**config.mk**
```make
export PLATFORM = sky130hd
export DESIGN_NAME = lapido_control
export DESIGN_NICKNAME = d
export VERILOG_FILES = /design/src/rtl/lapido_pkg.sv /design/src/rtl/lapido_decoder.sv /design/src/rtl/lapido_control.sv
export SDC_FILE = /design/constraint.sdc
export NUM_CORES = 1
export LEC_CHECK = 0
export ABC_CLOCK_PERIOD_IN_PS = 8600
export CORE_ASPECT_RATIO = 0.75
export CORE_UTILIZATION = 56
export CTS_CLUSTER_DIAMETER = 100
export DETAILED_ROUTE_END_ITERATION = 10
export PLACE_DENSITY_LB_ADDON = 0.1
export SLEW_MARGIN = 20
export SYNTH_ARGS = -nofsm -noshare
export SYNTH_HDL_FRONTEND = slang
export SYNTH_SLANG_ARGS = --single-unit
```
**constraint.sdc**
```tcl
create_clock -name clock -period 8.6 [get_ports clock]
set_clock_uncertainty 0.05 [all_clocks]
set_input_delay 2.15 -clock clock [delete_from_list [all_inputs] [get_ports clock]]
set_output_delay 2.15 -clock clock [all_outputs]
set_load 0.05 [all_outputs]
```
**src/rtl/lapido_pkg.sv**
```systemverilog
// Shared definitions for the Lapido control unit: FSM state encoding,
// instruction opcodes and field positions, ALU opcodes and the decoded-word type.
// Pure declarations with no logic, so no latency and no flow control here.
package lapido_pkg;

    localparam int INSTR_W = 32;

    // Instruction field positions: [31:24] op, [23:20] rd, [19:16] ra, [15:12] rb, [11:0] imm12
    localparam int OP_MSB  = 31;
    localparam int OP_LSB  = 24;
    localparam int RD_MSB  = 23;
    localparam int RD_LSB  = 20;
    localparam int RA_MSB  = 19;
    localparam int RA_LSB  = 16;
    localparam int RB_MSB  = 15;
    localparam int RB_LSB  = 12;
    localparam int IMM_MSB = 11;
    localparam int IMM_LSB = 0;

    // Instruction opcodes
    localparam logic [7:0] OP_NOP    = 8'h00;
    localparam logic [7:0] OP_LOAD   = 8'h01;
    localparam logic [7:0] OP_STORE  = 8'h02;
    localparam logic [7:0] OP_JMP    = 8'h10;
    localparam logic [7:0] OP_BRF    = 8'h11;
    localparam logic [7:0] OP_ALU_LO = 8'h20;
    localparam logic [7:0] OP_ALU_HI = 8'h3F;
    localparam logic [7:0] OP_HALT   = 8'hFF;

    // ALU opcodes shared with the ALU; ALU-class instructions pass op through unchanged
    localparam logic [7:0] ALU_NOP = 8'h00;
    localparam logic [7:0] ALU_ADD = 8'h20;

    typedef enum logic [2:0] {
        ST_FETCH,
        ST_DECODE,
        ST_EXEC,
        ST_MEM,
        ST_WB,
        ST_HALT
    } state_t;

    typedef enum logic [2:0] {
        CLS_NOP,
        CLS_ALU,
        CLS_LOAD,
        CLS_STORE,
        CLS_JMP,
        CLS_BRF,
        CLS_HALT,
        CLS_ILLEGAL
    } op_class_t;

    typedef struct packed {
        op_class_t   cls;
        logic [7:0]  alu_op;
        logic [3:0]  rd;
        logic [3:0]  ra;
        logic [3:0]  rb;
        logic [31:0] imm;
        logic        b_sel_imm;
    } dec_t;

    function automatic op_class_t classify(input logic [7:0] op);
        op_class_t c;
        c = CLS_ILLEGAL;
        if (op >= OP_ALU_LO && op <= OP_ALU_HI) begin
            c = CLS_ALU;
        end else begin
            case (op)
                OP_NOP:   c = CLS_NOP;
                OP_LOAD:  c = CLS_LOAD;
                OP_STORE: c = CLS_STORE;
                OP_JMP:   c = CLS_JMP;
                OP_BRF:   c = CLS_BRF;
                OP_HALT:  c = CLS_HALT;
                default:  c = CLS_ILLEGAL;
            endcase
        end
        return c;
    endfunction

    function automatic logic [31:0] sext12(input logic [11:0] v);
        return {{20{v[11]}}, v};
    endfunction

endpackage

```
**src/rtl/lapido_decoder.sv**
```systemverilog
// Instruction decoder: splits an instruction word into class, register fields,
// sign-extended immediate and the ALU opcode / B-mux select it implies.
// Purely combinational (zero latency); no flow control.
// Ports: ir (instruction word in), dec (decoded fields out).
module lapido_decoder
    import lapido_pkg::*;
(
    input  logic [INSTR_W-1:0] ir,
    output dec_t               dec
);

    logic [7:0] op;
    assign op = ir[OP_MSB:OP_LSB];

    always_comb begin
        dec           = '0;
        dec.cls       = classify(op);
        dec.rd        = ir[RD_MSB:RD_LSB];
        dec.ra        = ir[RA_MSB:RA_LSB];
        dec.rb        = ir[RB_MSB:RB_LSB];
        dec.imm       = sext12(ir[IMM_MSB:IMM_LSB]);
        dec.alu_op    = ALU_NOP;
        dec.b_sel_imm = 1'b0;
        case (dec.cls)
            CLS_ALU: begin
                dec.alu_op = op;
            end
            // Memory ops use the ALU to form ra + imm
            CLS_LOAD, CLS_STORE: begin
                dec.alu_op    = ALU_ADD;
                dec.b_sel_imm = 1'b1;
            end
            default: ;
        endcase
    end

endmodule

```
**src/rtl/lapido_control.sv**
```systemverilog
// Multi-cycle Lapido control unit: fetch, decode, execute, memory, writeback FSM plus PC.
// Latency with immediate mem_ready: ALU 4, LOAD 5, STORE 4, JMP/BRF/NOP 3 cycles.
// Backpressure: FETCH and MEM hold their strobes until mem_ready; mem_ready is ignored elsewhere.
// Ports: clock/reset; instr, mem_ready, alu_flag in; pc, memory strobes and address select,
// ALU opcode, register addresses, imm, B/writeback selects, reg_write, halted, illegal out.
module lapido_control
    import lapido_pkg::*;
#(
    parameter logic [31:0] PC_RESET = 32'h0000_0000
)
(
    input  logic               clock,
    input  logic               reset,
    input  logic [INSTR_W-1:0] instr,
    input  logic               mem_ready,
    input  logic               alu_flag,
    output logic [31:0]        pc,
    output logic               mem_addr_sel,
    output logic               mem_read,
    output logic               mem_write,
    output logic [7:0]         alu_op,
    output logic [3:0]         rd,
    output logic [3:0]         ra,
    output logic [3:0]         rb,
    output logic [31:0]        imm,
    output logic               b_sel_imm,
    output logic               reg_write,
    output logic               wb_sel_mem,
    output logic               halted,
    output logic               illegal
);

    state_t              state;
    state_t              state_nxt;
    logic [INSTR_W-1:0]  ir;
    logic [INSTR_W-1:0]  dec_src;
    dec_t                dec;
    logic                fetch_done;

    // In FETCH the decoder looks at the incoming word so the registered ALU-side
    // fields can be loaded on the same edge that latches IR (DECODE entry).
    // In every later state it decodes the latched IR.
    assign dec_src    = (state == ST_FETCH) ? instr : ir;
    assign fetch_done = (state == ST_FETCH) && mem_ready;

    lapido_decoder u_decoder (
        .ir  (dec_src),
        .dec (dec)
    );

    always_ff @(posedge clock or posedge reset) begin
        if (reset) begin
            state <= ST_FETCH;
        end else begin
            state <= state_nxt;
        end
    end

    always_comb begin
        state_nxt    = state;
        mem_read     = 1'b0;
        mem_write    = 1'b0;
        mem_addr_sel = 1'b0;
        reg_write    = 1'b0;
        wb_sel_mem   = 1'b0;
        halted       = 1'b0;
        illegal      = 1'b0;
        case (state)
            ST_FETCH: begin
                // Reset already holds the state in FETCH; gating keeps the
                // fetch strobe quiet until reset is actually released.
                mem_read = !reset;
                if (mem_ready) begin
                    state_nxt = ST_DECODE;
                end
            end
            ST_DECODE: begin
                state_nxt = ST_EXEC;
            end
            ST_EXEC: begin
                illegal = (dec.cls == CLS_ILLEGAL);
                case (dec.cls)
                    CLS_ALU:             state_nxt = ST_WB;
                    CLS_LOAD, CLS_STORE: state_nxt = ST_MEM;
                    CLS_HALT:            state_nxt = ST_HALT;
                    default:             state_nxt = ST_FETCH;
                endcase
            end
            ST_MEM: begin
                mem_addr_sel = 1'b1;
                mem_read     = (dec.cls == CLS_LOAD);
                mem_write    = (dec.cls == CLS_STORE);
                if (mem_ready) begin
                    state_nxt = (dec.cls == CLS_LOAD) ? ST_WB : ST_FETCH;
                end
            end
            ST_WB: begin
                reg_write  = 1'b1;
                wb_sel_mem = (dec.cls == CLS_LOAD);
                state_nxt  = ST_FETCH;
            end
            ST_HALT: begin
                halted = 1'b1;
            end
            default: begin
                state_nxt = ST_FETCH;
            end
        endcase
    end

    // IR, PC and the registered ALU-facing fields. The ALU fields change only on
    // DECODE entry so the ALU sees one opcode change per instruction.
    always_ff @(posedge clock or posedge reset) begin
        if (reset) begin
            pc        <= PC_RESET;
            ir        <= '0;
            alu_op    <= ALU_NOP;
            rd        <= '0;
            ra        <= '0;
            rb        <= '0;
            imm       <= '0;
            b_sel_imm <= 1'b0;
        end else begin
            if (fetch_done) begin
                ir        <= instr;
                alu_op    <= dec.alu_op;
                rd        <= dec.rd;
                ra        <= dec.ra;
                rb        <= dec.rb;
                imm       <= dec.imm;
                b_sel_imm <= dec.b_sel_imm;
            end
            case (state)
                ST_EXEC: begin
                    case (dec.cls)
                        CLS_JMP:              pc <= pc + imm;
                        CLS_BRF:              pc <= alu_flag ? (pc + imm) : (pc + 32'd1);
                        CLS_NOP, CLS_ILLEGAL: pc <= pc + 32'd1;
                        default: ;
                    endcase
                end
                ST_MEM: begin
                    if (mem_ready && dec.cls == CLS_STORE) begin
                        pc <= pc + 32'd1;
                    end
                end
                ST_WB: begin
                    pc <= pc + 32'd1;
                end
                default: ;
            endcase
        end
    end

endmodule

```
Word-level counts from Yosys, hierarchy flattened:

Cells that the tools add are included.

* equal/unequal tests: 21
* magnitude comparators: 2
* muxes and demuxes: 21
* add/subtract/negate cells: 2
* reduce and logical (&&, ||, !) cells: 12
* bitwise operators: 1

Operator list (count)
* $pmux 32 s3: 2
* $mux 32: 3
* $add 32x1->32 const B: 1
* $add 32x32->32: 1
* $eq 3x3->1 const B: 6
* $pmux 3 s6: 1
* $eq 8x5->1 const B: 2
* $pmux 8 s2: 1
* $pmux 3 s5: 1
* $eq 3x2->1 const B: 4
* $mux 3: 4
* $pmux 3 s3: 1
* $eq 8x1->1 const B: 1
* $eq 8x2->1 const B: 1
* $eq 8x8->1 const B: 1
* $ge 8x6->1 const B: 1
* $le 8x6->1 const B: 1
* $logic_not 8->1: 1
* $mux 1: 7
* $eq 3x1->1 const B: 2
* $logic_not 3->1: 2
* $ne 2x2->1 const B: 3
* $reduce_and 3->1: 2
* $ne 4x1->1 const B: 1
* 6 further kinds: 9

* register bits: 100
* output and inout bits: 92

Depth between registers and ports, before layout:

* depth after elaboration: 9
* gate-level depth with buffers: 13
* gate-level depth less buffers: 10

By module:

From an unflattened synthesis, not the netlist that was laid out.

* cell total of the unflattened synthesis: 843
* area total of the unflattened synthesis: 8074.0 um^2

By module, submodules not included
* lapido_control: area an instance 7586.0 um^2, times used 1, sequential area each 3002.9 um^2, cells an instance 774
* lapido_decoder: area an instance 488.0 um^2, times used 1, sequential area each 0.0 um^2, cells an instance 69

Least setup slack after synthesis:

OpenSTA, ideal clock, no wires.

* path type: input to output
* from: input port instr[31]
* to: output port wb_sel_mem
* path slack: 1.759 ns
* arrival time: 4.641 ns
* stages: 4
* path through: or4_1 nor4_2 nor2_1 nor4b_1

* word-level cells in the longest chain between the ends: 6

Ends and longest elaborated chain
* start: declaration: RTL line lapido_control.sv:14 `input logic [INSTR_W-1:0] instr,`
* $mux 32 *: RTL line lapido_control.sv:43 `assign dec_src = (state == ST_FETCH) ? instr : ir;`
* $ge 8x6->1 (tied with other cells): RTL line lapido_pkg.sv:67 `if (op >= OP_ALU_LO && op <= OP_ALU_HI) begin`
* $logic_and 1x1->1 / $pmux 3 s6 (equally long branches): RTL line lapido_pkg.sv:67, lapido_pkg.sv:70
* $mux 3 *: RTL line lapido_pkg.sv:67
* $eq 3x2->1 *: RTL line lapido_control.sv:99 `wb_sel_mem = (dec.cls == CLS_LOAD);`
* $mux 1 *: RTL line lapido_control.sv:68 `case (state)`
* end: declaration: RTL line lapido_control.sv:28 `output logic wb_sel_mem,`

Mark *: on every way between the ends. The rest lies on a longest branch, timed or not.

Worst setup path in the final report:

* from: input port instr[31]
* to: output port mem_read

* word-level cells in the longest chain between the ends: 6

Ends and longest elaborated chain
* $mux 32 *: RTL line lapido_control.sv:43
* $ge 8x6->1 (tied with other cells): RTL line lapido_pkg.sv:67
* $logic_and 1x1->1 / $pmux 3 s6 (equally long branches): RTL line lapido_pkg.sv:67, lapido_pkg.sv:70
* $mux 3 *: RTL line lapido_pkg.sv:67
* $eq 3x2->1 *: RTL line lapido_control.sv:91 `mem_read = (dec.cls == CLS_LOAD);`
* $pmux 1 s2 *: RTL line lapido_control.sv:68
* end: declaration: RTL line lapido_control.sv:19 `output logic mem_read,`

Marked as above.

==> qor.csv <==
stage;metric;value;unit
clock_network;root buf cell;clkbuf_16;
global_route;first-pass GRT wire length;28100;um
logic_synthesis;Synth Register Bits;76;
logic_synthesis;Seq/Total Area, Yosys;32.3;%
logic_synthesis;mux contribution to synthesized area;0.510;%
logic_synthesis;Synth top area share;32.3;%
logic_synthesis;syn avg cell area;7.84;um^2
clock_network;CTS sink cnt;76;
layout;area occupied by registers;1900;um^2
place;dpl ws;1530;ps
layout;fillcell total;851;
logic_synthesis;Top FF cell, synth;dfrtp_1;
sta;fin crit share;82.3;%
power_and_ir_drop;power density over cell area;127;nW/um^2
route;First DRT Iteration DRCs;473;
logic_synthesis;Synth area leaders;dfrtp_1 32%, nand2_1 10%, ha_1 6.8%, a21oi_1 6.1%, o21ai_0 3.6%;
floorplan;Die Footprint;10900;um^2
critical_path;WP data arrival;4880;ps
sta;Setup violations, final;0;
critical_path;crit-path leading delay family;simple AND/OR/NAND/NOR gates;
logic_synthesis;cell area after synthesis;5880;um^2
global_route;largest net degree at the start of global routing;77;
logic_synthesis;synth unique cells;68;
route;DR DRC count;0;
logic_synthesis;Mapped Cells;751;
clock_network;CTS max path bufs;2;
route;DR WL/cell;17.5;um
critical_path;CP max stage delay;830;ps
clock_network;CTS buffer count;9;
place;IO Port Bufs;127;
floorplan;die height;90.8;um
place;GP Congestion;0.918;
clock_network;CTS tree;built;
run;max cap viols;0;
global_route;grt peak-use layer;met2;
sta;Final Hold Fails;0;
layout;most common cell after layout, fill and taps aside;nand2_1;
global_route;initial antenna violation count;0;
logic_synthesis;Synth async-reset ratio;100;%
place;Final HPWL DP;12100;um
outcome;status;complete, no violations;
clock_network;Reg clk slew, reported paths;60;ps
logic_synthesis;largest family of logic cells by synthesized area;simple AND/OR/NAND/NOR gates;
sta;post-layout min period;7080;ps
sta;Max Slew Vio Count;0;
clock_network;H-Tree Depth;3;
critical_path;critical path capture point type;output port;
logic_synthesis;Simple-Gate Fraction of Synth Area;27.9;%
sta;Rel. slew slack;29.4;%
critical_path;CP max FO;4;
worst_hold_path;Hold Crit Class;reg2reg;
clock_network;Clock Latency Late Sink;340;ps
critical_path;required time worst endpoint;6400;ps
route;Post-DRT Antenna Nets;0;
clock_network;Post-CTS Setup Bufs;0;
critical_path;CP cell instances;clkdlybuf4s50_1 > or4_1 > nor4_2 > nor2_1 > or3_1 > o22ai_1 > clkdlybuf4s50_1;
floorplan;# IOs;128;
global_route;GRT Total Usage;32.2;%
logic_synthesis;count of flip-flops with a built-in enable after synthesis;0;
layout;antenna fix cells;0;
global_route;vias in the first global route;5543;
floorplan;# rows;32;
logic_synthesis;warning count from the yosys run;0;
global_route;GRT met1 Usage;47.2;%
layout;multi-input logic area;3670;um^2
global_route;GR Util met3;6.63;%
route;router iterations before antenna repair;5;
floorplan;Starting Density;57.4;%
logic_synthesis;Compound-Gate Fraction of Synth Area;23.1;%
route;drt via density;6.28;
floorplan;CORE AREA;10200;um^2
logic_synthesis;post-synthesis xor/xnor area fraction;3.27;%
critical_path;CP Launch Type;input port;
logic_synthesis;Synth Net Count;820;
layout;layout cells sized above 1;4.60;%
power_and_ir_drop;leakage power;3.32;nW
layout;area grow syn2layout;26.9;%
global_route;met2 usage;48.3;%
power_and_ir_drop;maximum VDD drop;0.0984;mV
clock_network;CTS Hold Buffers Added;0;
sta;RSZ-0062 raised after global routing;no;
sta;fmax;141;MHz
logic_synthesis;dominant cell type by area after synthesis;dfrtp_1;
clock_network;post_cts resized;0;
critical_path;Buf+Inv Stages, Crit Path;2;
sta;Least-Margin Pin Slew;1050;ps
route;final wirelength;17200;um
layout;Nets;913;
sta;total negative slack;0;ps
critical_path;worst setup path category;in2out;
logic_synthesis;Adder-Cell Fraction of Synth Area;7.14;%
layout;most frequent cells in the layout;163 x nand2_1, 127 x clkdlybuf4s50_1, 76 x dfrtp_1;
global_route;gr ovfl total;0;
floorplan;Die X-Extent;120;um
route;vias;6179;
critical_path;Slowest-stage cell, CP;clkdlybuf4s50_1;
sta;Final WS setup;1520;ps
critical_path;Worst path most repeated cell;clkdlybuf4s50_1;
-- through the flow --
step / utilization, % / power [mW] / cell area, um^2 / hold WS (ps) / instances
6_report: 72.8 / 0.951 / 7470 / 424 / 984
5_1_grt: 72.8 / 0.979 / 7470 / 458 / 984
4_1_cts: 72.6 / 0.951 / 7440 / 428 / 983
3_5_place_dp: 69.4 / 0.530 / 7110 / 413 / 968
3_3_place_gp: 69.3 / 0.527 / 7110 / 408 / 968
2_1_floorplan: - / 0.480 / 5880 / 420 / 751
-- report_power, final --
group | leakage (nW) | switching, mW | internal (mW)
Clock | 0.158 | 0.156 | 0.268
Sequential | 1.00 | 0.00628 | 0.365
Combinational | 2.16 | 0.0997 | 0.0560
-- worst min-delay path: stages (launching register included) --
cell and delay (ps):
dfrtp_1 340, nand2_1 50, nand2_1 50
-- area by class of cell --
cell class	instances	area share (%)
multi-input combinational	609	49.1
timing repair buffer	135	18.1
sequential	76	25.5
clock inverter	4	0.972
clock buffer	11	3.39
tap	136	2.28
inverter	13	0.654
-- worst paths after layout --
kind,startpoint,slack [ps],endpoint,cells after the start
min,alu_op[5],420,alu_op[5],2
max reg2reg,state[0],5040,pc[28],9
min in group asynchronous,reset,2190,alu_op[0],3
min reg2reg,alu_op[5],420,alu_op[5],2
max in group asynchronous,reset,5730,imm[2],4
max,instr[31],1520,mem_read,7
-- registers in the layout (all words and copies together) (netlist names) --
name and flops:
alu_op 8, rb 4, state 3, imm 12, pc 32, b_sel_imm 1, rd 4, ir 8
ra 4
-- metal layers --
layer  up-vias  wire (um)  share of wire [%]
met5         -          0                  0
met4         0        178                1.0
met3        20       1420                8.3
met2       277       7680                 45
met1      2964       7910                 46
li1       2918          -                  -
-- cells by family after synthesis --
family,count (synthesis)
muxes,3
buffers and inverters,66
AOI/OAI and AO/OA,212
DFF,76
adders and majority gates,33
and+or+nand+nor,339
xor gates and xnor gates,22
-- cells in the mapped netlist, types with 6 or more instances --
cell        n
a21o_1     21
ha_1       32
inv_1      13
nor2_1     36
nor3b_1     7
a21oi_1    72
nor4_1      7
or3_1      11
nand2_1   163
nor3_1     18
clkbuf_1   22
and3_1     13
xor2_1     11
xnor2_1    11
o21ai_0    42
dfrtp_1    76
and2_1      9
nand3_1    31
or4_1       7
nand4_1    16
buf_2       9
buf_4      22
a211oi_1    6
o211ai_1    9
Note: power is estimated with default switching activity, not from simulation.
